File: config.mk
export PLATFORM = sky130hd
export DESIGN_NAME = dot_tracker
export DESIGN_NICKNAME = d
export VERILOG_FILES = /design/src/rtl/dot_pkg.sv /design/src/rtl/onehot_classifier.sv /design/src/rtl/dot_tracker.sv
export SDC_FILE = /design/constraint.sdc
export NUM_CORES = 1
export LEC_CHECK = 0
export BUFFER_PORTS_ARGS = -buffer_cell sky130_fd_sc_hd__buf_2
export CORE_ASPECT_RATIO = 0.9
export CORE_MARGIN = 5
export CORE_UTILIZATION = 51
export DETAILED_ROUTE_END_ITERATION = 12
export PLACE_DENSITY = 0.71
export SKIP_LAST_GASP = 1
export SYNTH_ARGS = -nofsm -noshare
export SYNTH_HDL_FRONTEND = slang
export SYNTH_SLANG_ARGS = --single-unit
export TNS_END_PERCENT = 100
File: constraint.sdc
create_clock -name clk -period 2.85 [get_ports clk]
set_clock_uncertainty 0.1 [all_clocks]
set_input_delay 0.4275 -clock clk [delete_from_list [all_inputs] [get_ports clk]]
set_output_delay 0.4275 -clock clk [all_outputs]
set_load 0.02 [all_outputs]
File: src/rtl/dot_pkg.sv
// Shared types for the sliding-dot LED bus monitors: FSM states, pattern classes
// and the default bus width.
package dot_pkg;

  localparam int DOT_WIDTH = 16;

  typedef enum logic [1:0] {
    IDLE  = 2'd0,
    TRACK = 2'd1,
    FAULT = 2'd2
  } state_e;

  typedef enum logic [1:0] {
    ZERO   = 2'd0,
    ONEHOT = 2'd1,
    MULTI  = 2'd2
  } class_e;

endpackage

File: src/rtl/onehot_classifier.sv
// Combinational classifier for an LED-bus pattern: no bits, exactly one bit (with
// its index) or several bits set.
module onehot_classifier
  import dot_pkg::*;
#(
  parameter int WIDTH = DOT_WIDTH,
  parameter int IDX_W = $clog2(WIDTH)
) (
  input  logic [WIDTH-1:0] i_pattern,
  output class_e           o_class,
  output logic [IDX_W-1:0] o_index
);

  logic [WIDTH-1:0] w_rest;
  logic [IDX_W-1:0] w_index;

  // Clearing the lowest set bit leaves something only when two or more bits were set.
  assign w_rest = i_pattern & (i_pattern - WIDTH'(1));

  always_comb begin
    w_index = '0;
    for (int i = 0; i < WIDTH; i++) begin
      if (i_pattern[i]) begin
        w_index = w_index | IDX_W'(i);
      end
    end
  end

  always_comb begin
    o_class = ZERO;
    if (w_rest != '0) begin
      o_class = MULTI;
    end else if (i_pattern != '0) begin
      o_class = ONEHOT;
    end
  end

  assign o_index = w_index;

endmodule

File: src/rtl/dot_tracker.sv
// Monitor for the one-hot sliding-dot LED bus: tracks dot position, step direction,
// per-position dwell time and completed passes, and flags malformed patterns.
module dot_tracker
  import dot_pkg::*;
#(
  parameter int WIDTH   = DOT_WIDTH,
  parameter int IDX_W   = $clog2(WIDTH),
  parameter int DWELL_W = 26,
  parameter int PASS_W  = 8
) (
  input  logic               clk,
  input  logic               rst,
  input  logic [WIDTH-1:0]   dataIn,
  input  logic               clear,
  output logic [IDX_W-1:0]   position,
  output logic               valid,
  output logic               stepPulse,
  output logic               direction,
  output logic [DWELL_W-1:0] dwell,
  output logic [PASS_W-1:0]  passCount,
  output logic               error
);

  state_e             r_state;
  state_e             w_state_nxt;
  logic [WIDTH-1:0]   r_sample;
  class_e             w_class;
  logic [IDX_W-1:0]   w_index;
  logic [IDX_W:0]     w_idx_ext;
  logic [IDX_W:0]     w_pos_ext;
  logic               w_adjacent;

  logic [IDX_W-1:0]   r_position;
  logic               r_valid;
  logic               r_step;
  logic               r_direction;
  logic [DWELL_W-1:0] r_dwell;
  logic [PASS_W-1:0]  r_pass;
  logic               r_error;
  logic [DWELL_W-1:0] r_dwell_cnt;

  logic [IDX_W-1:0]   w_position_nxt;
  logic               w_step_nxt;
  logic               w_direction_nxt;
  logic [DWELL_W-1:0] w_dwell_nxt;
  logic [PASS_W-1:0]  w_pass_nxt;
  logic               w_error_nxt;
  logic [DWELL_W-1:0] w_dwell_cnt_nxt;
  logic [DWELL_W-1:0] w_dwell_cnt_inc;

  // Stage p0: sample the bus every cycle, whatever the FSM is doing.
  always_ff @(posedge clk or negedge rst) begin
    if (!rst) begin
      r_sample <= '0;
    end else begin
      r_sample <= dataIn;
    end
  end

  onehot_classifier #(
    .WIDTH (WIDTH),
    .IDX_W (IDX_W)
  ) u_classifier (
    .i_pattern (r_sample),
    .o_class   (w_class),
    .o_index   (w_index)
  );

  // One extra bit keeps 15 and 0 from looking adjacent.
  assign w_idx_ext  = {1'b0, w_index};
  assign w_pos_ext  = {1'b0, r_position};
  assign w_adjacent = (w_idx_ext == w_pos_ext + 1'b1) || (w_pos_ext == w_idx_ext + 1'b1);

  assign w_dwell_cnt_inc = (r_dwell_cnt == '1) ? r_dwell_cnt : r_dwell_cnt + DWELL_W'(1);

  always_ff @(posedge clk or negedge rst) begin
    if (!rst) begin
      r_state <= IDLE;
    end else begin
      r_state <= w_state_nxt;
    end
  end

  always_comb begin
    w_state_nxt = r_state;
    if (clear) begin
      w_state_nxt = IDLE;
    end else begin
      case (r_state)
        IDLE: begin
          if (w_class == ONEHOT) begin
            w_state_nxt = TRACK;
          end else if (w_class == MULTI) begin
            w_state_nxt = FAULT;
          end
        end
        TRACK: begin
          if (w_class == ZERO) begin
            w_state_nxt = IDLE;
          end else if (w_class == MULTI) begin
            w_state_nxt = FAULT;
          end
        end
        FAULT:   w_state_nxt = FAULT;
        default: w_state_nxt = IDLE;
      endcase
    end
  end

  always_comb begin
    w_position_nxt  = r_position;
    w_step_nxt      = 1'b0;
    w_direction_nxt = r_direction;
    w_dwell_nxt     = r_dwell;
    w_pass_nxt      = r_pass;
    w_error_nxt     = r_error;
    w_dwell_cnt_nxt = r_dwell_cnt;
    if (clear) begin
      w_position_nxt  = '0;
      w_direction_nxt = 1'b0;
      w_dwell_nxt     = '0;
      w_pass_nxt      = '0;
      w_error_nxt     = 1'b0;
      w_dwell_cnt_nxt = '0;
    end else begin
      case (r_state)
        IDLE: begin
          if (w_class == ONEHOT) begin
            w_position_nxt  = w_index;
            w_dwell_cnt_nxt = DWELL_W'(1);
          end else if (w_class == MULTI) begin
            w_error_nxt = 1'b1;
          end
        end
        TRACK: begin
          case (w_class)
            ONEHOT: begin
              if (w_index == r_position) begin
                w_dwell_cnt_nxt = w_dwell_cnt_inc;
              end else if (w_adjacent) begin
                w_step_nxt      = 1'b1;
                w_direction_nxt = (w_index > r_position);
                w_dwell_nxt     = r_dwell_cnt;
                w_dwell_cnt_nxt = DWELL_W'(1);
                w_position_nxt  = w_index;
              end else begin
                w_error_nxt     = 1'b1;
                w_position_nxt  = w_index;
                w_dwell_cnt_nxt = DWELL_W'(1);
              end
            end
            ZERO: begin
              if (r_position == '0) begin
                w_pass_nxt  = r_pass + PASS_W'(1);
                w_dwell_nxt = r_dwell_cnt;
              end else begin
                w_error_nxt = 1'b1;
              end
            end
            default: w_error_nxt = 1'b1;
          endcase
        end
        default: ;
      endcase
    end
  end

  // Stage p1: registered outputs.
  always_ff @(posedge clk or negedge rst) begin
    if (!rst) begin
      r_position  <= '0;
      r_valid     <= 1'b0;
      r_step      <= 1'b0;
      r_direction <= 1'b0;
      r_dwell     <= '0;
      r_pass      <= '0;
      r_error     <= 1'b0;
      r_dwell_cnt <= '0;
    end else begin
      r_position  <= w_position_nxt;
      r_valid     <= (w_state_nxt == TRACK);
      r_step      <= w_step_nxt;
      r_direction <= w_direction_nxt;
      r_dwell     <= w_dwell_nxt;
      r_pass      <= w_pass_nxt;
      r_error     <= w_error_nxt;
      r_dwell_cnt <= w_dwell_cnt_nxt;
    end
  end

  assign position  = r_position;
  assign valid     = r_valid;
  assign stepPulse = r_step;
  assign direction = r_direction;
  assign dwell     = r_dwell;
  assign passCount = r_pass;
  assign error     = r_error;

endmodule
# Word level (Yosys, flattened, before mapping)
# Index checks and enable logic that the tools add are counted.
# word_totals
mem_count	0
latch_bits	0
mem_bits_ro	0
reg_bits	86
output_inout_bits	42
ramBits	0
elab_cells	119
# op_classes
multipliers	0
reduce_logical	19
bitwise	1
n_eq_ne	22
n_lt_le_gt_ge	1
div	0
add_sub_neg	5
shift	0
muxes	61
# ops
cell	count
2-to-1 mux 26 bit	10
one-hot mux 26 bit (2 select lines)	2
2-to-1 mux 4 bit	12
2-to-1 mux 8 bit	4
nonzero test 16 bit	2
adder 26 x 1 -> 26 bit, second input constant	1
== test 26 bit, second input constant	1
!= test 3 bit, second input constant	7
2-to-1 mux 1 bit	18
bitwise AND 16 bit	1
!= test 4 bit, second input constant	4
subtractor 16 x 1 -> 16 bit, second input constant	1
2-to-1 mux 2 bit	7
2-to-1 mux 3 bit	4
AND reduction 4 bit	3
adder 4 x 1 -> 5 bit, second input constant	2
== test 4 x 5 -> 1 bit	2
nonzero test 2 bit	5
adder 8 x 1 -> 8 bit, second input constant	1
one-hot mux 4 bit (2 select lines)	1
== test 2 x 1 -> 1 bit, second input constant	3
one-hot mux 2 bit (3 select lines)	1
AND reduction 6 bit	1
nonzero test 3 bit	2
11 further kinds	14

# Depth between registers and ports, before layout
# logic_depth
word_depth	23
depth_mapped	12
depth_no_buf	11

# Hierarchy
# From an unflattened synthesis, not the netlist that was laid out.
# unflattened
hier_cells	461
hier_area_um2	4478.0
# by_module_without_submodules
module	instances	cells_per_inst	area_per_inst_um2	seq_area_each_um2
dot_tracker	1	422	4246.6	2152.1
onehot_classifier	1	39	231.5	0.0

# Worst setup path after synthesis
# No wires, ideal clock.
# synth_path
path_kind	register to register
start	register r_sample[14]
end	register r_dwell_cnt[21]
n_path_buf	1
synth_period_minus_slack_ps	3105
path_stages_with_launch	12
setup_ps	110
t_arrival_ps	2894
setup_slack_ps	-255
required_ps	2640
path_cell_list	dfrtp_1 > nor4_1 > nand2_1 > ha_1 > nand4_1 > nand2b_1 > nor2_1 > a41oi_1 > a31oi_1 > clkbuf_1 > o21ai_0 > o41ai_1
# synth_between
elab_chain_len	7
word_cells_on_any_way	18
cone_classes	add/sub: 1; eq/ne: 5; mux: 8; bitwise: 1; reduce/logical: 3
# synth_rtl
element	line_no	text
start: declaration	dot_tracker.sv:26	logic [WIDTH-1:0] r_sample;
start signal: assignment	dot_tracker.sv:56	r_sample <= dataIn;
subtractor 16 x 1 -> 16 bit or 2-to-1 mux 4 bit (tied branches)	onehot_classifier.sv:18, onehot_classifier.sv:23	
bitwise AND 16 bit or 2-to-1 mux 4 bit (tied branches)	onehot_classifier.sv:18, onehot_classifier.sv:23	
nonzero test 16 bit or == test 4 bit (tied branches)	onehot_classifier.sv:31, dot_tracker.sv:138	
2-to-1 mux 2 bit or 2-to-1 mux 26 bit (tied branches)	onehot_classifier.sv:31, dot_tracker.sv:138	
== test 2 x 1 -> 1 bit or 2-to-1 mux 26 bit (tied branches)	dot_tracker.sv:128, dot_tracker.sv:136	
!= test 3 bit (no line) or one-hot mux 26 bit (2 select lines) (tied branches)	n/a	
AND reduction 4 bit (no line) or 2-to-1 mux 26 bit (tied branches)	n/a	
end signal: assignment	dot_tracker.sv:187	r_dwell_cnt <= w_dwell_cnt_nxt;
end: declaration	dot_tracker.sv:40	logic [DWELL_W-1:0] r_dwell_cnt;
# Parallel ways exist; a longest one is shown, timed or not. The select of a mux whose other input is x is not followed.
# A chain may end at the register's enable or synchronous reset.

# Worst setup path after layout
# layout_path
start	register r_sample[7]
end	register r_dwell[23], in the netlist dwell[23]
# layout_between
elab_chain_len	14
word_cells_on_any_way	30
cone_classes	add/sub: 2; eq/ne: 7; mux: 14; bitwise: 1; reduce/logical: 6
# layout_rtl
element	line_no	text
2-to-1 mux 3 bit	onehot_classifier.sv:23	if (i_pattern[i]) begin
2-to-1 mux 4 bit (8 in a row)	onehot_classifier.sv:23	
adder 4 x 1 -> 5 bit	dot_tracker.sv:72	assign w_adjacent = (w_idx_ext == w_pos_ext + 1'b1) || (w_pos_ext == w_idx_ext + 1'b1);
== test 4 x 5 -> 1 bit	dot_tracker.sv:72	
logical OR 1 bit	dot_tracker.sv:72	
!= test 3 bit (no line)	n/a	
AND reduction 5 bit (no line)	n/a	
end signal: assignment	dot_tracker.sv:184	r_dwell <= w_dwell_nxt;
end: declaration	dot_tracker.sv:37	logic [DWELL_W-1:0] r_dwell;
# Parallel ways exist; a longest one is shown, timed or not. The select of a mux whose other input is x is not followed.

==> run metrics <==
status complete, but fails checks; failing checks negative setup slack; cells after synthesis 455; P_sw 575.9 µW; layout overhead on the synthesized area 26.49%; Die Y 98.24 µm; P_leak 2.443 nW; IO Port Bufs 60; share of total power in the clock network 41.8%; critical path startpoint category register; DRC 0; WHS 0.01374 ns; # IOs 61; Die ar. 10610 µm²; initial DRC count 172; htree depth 3; pin count of the biggest net entering global routing 58; stages on the worst setup path 8; fin cells 674; CTS Buf Count 9; Hold Vio Cnt, Final 0; final setup fails 28; Cell Int Power 1.783 mW; Sw Ratio 24.42%; initial antenna violation count 0; DP Worst Slack -0.1388 ns; HPWL Detailed 7277 µm; Slew headroom 50.11%; Max stage delay on crit path 0.61 ns; area of the mapped netlist 4412 µm²; syn_nets 483; hold bufs inserted after CTS 0; Worst path slowest cell or4_4; routability cong. 0.8686; Crit Path Max Fanout 6; Die Wd 108.0 µm; Final #Nets 578; Buf/Inv on CP 2; setup slack after layout -0.08683 ns; post-synth top area cell dfrtp_1; Total GRT Usage 21.37%; fmax 340.5 MHz; post-synth cell types 51; CTS root buffer clkbuf_8; vias per cell 5.776; Placeable Area 8528 µm²; min-delay worst type primary input to asynchronous set/reset pin; layout cells sized above 1 27.75%; Synth area leaders dfrtp_1 49%, nand2_1 6.5%, mux2i_1 5.9%; drt pass-1 iters 4; Post-synth EDFFs 0; sequential area share after synthesis 48.78%; logic gate share of total power 5.1%; n_diodes 0; WS Path Type register to register; Final Max Slew Viols 0; vias in the first global route 3838; ys flop type dfrtp_1; TritonCTS clock tree yes; Worst-Margin Slew 0.7483 ns; VDD IR-drop max 273.5 µV; r2r setup slk -0.09 ns; first-pass GRT wire length 18240 µm; drt total wl 11270 µm; CTS Sinks 86; Req. time, crit path 3.04 ns; Max-cap violations 0; CP Data Arrival Time 3.13 ns; syn avg cell area 9.696 µm²; Cell Pwr Density 422.7 nW/µm²; worst-path cell chain or4_4, nor4_4, o2111ai_2, or3_4, a211oi_4, buf_4, clkbuf_16, mux2i_1; clk_lat worst skew 0.36 ns; row cnt 32; Yosys top cell area share 48.78%; worst reg2reg path depth 8; mean routed wirelength per cell 16.72 µm; Yosys reg bits 86; Vias 3893; Inst Count DP 649; CP delay by family, top simple AND/OR/NAND/NOR gates; effective utilization at floorplan 51.73%; fin crit share 103.0%; unrepaired setup endpoints after global routing true; total gr overflow 0; Async SR Flop Fraction 100.0%; CTS max path bufs 2; Post-DRT Antenna Nets 0; synth warn 0; Period minus WS final 2.937 ns; CP Capture Type register; clk slew on worst S/H paths 0.09 ns; Flop pwr share 53.1%
sequential cells by signal, indices dropped and copies added, names as in the netlist:
signal,cells
r_dwell_cnt,26
passCount,8
stepPulse,1
direction,1
error,1
valid,1
r_state,2
position,4
dwell,26
r_sample,16
synth_stat cells, types with 4 or more instances:
library cell	n
clkbuf_1	15
nor2_1	32
nor4_1	11
o31ai_1	11
or3_1	5
a21oi_1	9
xor2_1	7
nor3_1	4
inv_1	10
or4_1	4
and3_1	10
ha_1	9
a31oi_1	5
o41ai_1	8
nand3_1	13
dfrtp_1	86
and4_1	4
nand2_1	76
mux2i_1	26
nand2b_1	9
xnor2_1	6
nand4_1	9
o21ai_0	38
a211oi_1	7
and2_1	6
through the flow:
step | TNS, ns | power, mW | utilization (%) | instance area [µm²]
floorplan | 0 | 1.311 | - | 4443
global route | -6.839 | 2.450 | 65.43 | 5580
detailed placement | -3.876 | 1.384 | 59.61 | 5084
CTS | -0.3259 | 2.372 | 63.66 | 5429
global placement | -0.006828 | 1.380 | 59.61 | 5084
finish | -1.981 | 2.359 | 65.43 | 5580
cell usage in the layout (no fill, tap or decap), types with 6 or more instances in the layout:
cell type	Yosys	routed
and2_1	6	6
nand4_1	9	9
and3_1	10	10
nand2b_1	9	8
inv_1	10	10
buf_4	1	38
xor2_1	7	7
buf_2	1	59
nor4_1	11	6
nor2_1	32	31
mux2i_1	26	26
xnor2_1	6	6
nand3_1	13	13
nand2_1	76	76
o41ai_1	8	7
dfrtp_1	86	84
o31ai_1	11	9
o21ai_0	38	35
ha_1	9	9
a211oi_1	7	6
clkbuf_8	1	9
a21oi_1	9	9
power by group through the flow:
| stage | Combinational, mW | Sequential [mW] | Clock (mW) |
|---|---|---|---|
| finish | 0.120 | 1.25 | 0.986 |
| global route | 0.133 | 1.25 | 1.06 |
| CTS | 0.119 | 1.25 | 1.00 |
| detailed placement | 0.111 | 1.27 | 0 |
| global placement | 0.108 | 1.27 | 0 |
| floorplan | 0.0392 | 1.27 | 0 |
worst reg2reg max path: stages, from the launching register on:
cell and delay (ns):
dfrtp_2 0.46, or4_4 0.61, nor4_4 0.31, o2111ai_2 0.19
or3_4 0.45, a211oi_4 0.23, buf_4 0.18, clkbuf_16 0.16
mux2i_1 0.18
worst paths after layout:
| kind | start | to |
|---|---|---|
| setup reg to reg | r_sample[7]$_DFF_PN0_ | dwell[23]$_DFFE_PN0P_ |
| hold reg to reg | r_dwell_cnt[20]$_DFFE_PN0P_ | r_dwell_cnt[20]$_DFFE_PN0P_ |
| setup / recovery | r_sample[7]$_DFF_PN0_ | dwell[23]$_DFFE_PN0P_ |
| min in group clk | dataIn[9] | r_sample[9]$_DFF_PN0_ |
| hold / removal | rst | dwell[22]$_DFFE_PN0P_ |
| max in group asynchronous | rst | r_dwell_cnt[18]$_DFFE_PN0P_ |
final cells by class:
type	instances	area, µm²
Clock inverter	7	105.1
Tap cell	119	148.9
Multi-Input combinational cell	336	2260
Clock buffer	9	123.9
Timing Repair Buffer	106	747.0
Sequential cell	86	2155
Inverter	11	41.29
Fill cell	731	2948
what timing repair did:
item	in CTS	in global routing
cloned	1	1
pin swaps	4	3
endpoints found under the hold margin	0	0
buffers inserted	2	5
resized for setup	14	19
endpoints found under the setup margin	58	59
kinds of logic (layout without fill, tap and decap cells):
logic type	count (synthesis)	in the layout	synth area share, %
AOI/OAI and AO/OA	91	91	13.36
and+or+nand+nor	196	196	22.38
adders and majority gates	10	10	2.779
xor gates and xnor gates	13	13	2.581
buffers and inverters	33	133	4.226
muxes	26	26	5.899
DFF	86	86	48.78
routing by layer:
metal / wire (µm) / part of all wire (%) / track usage, % / vias up
met3: 583 / 5.2 / 5.288 / 20
li1: - / - / - / 1825
met4: 208 / 1.8 / 5.922 / 0
met5: 0 / 0 / 0 / -
met1: 4787 / 42 / 27.54 / 1933
met2: 5689 / 50 / 35.80 / 115
Note: power is estimated with default switching activity, not from simulation.
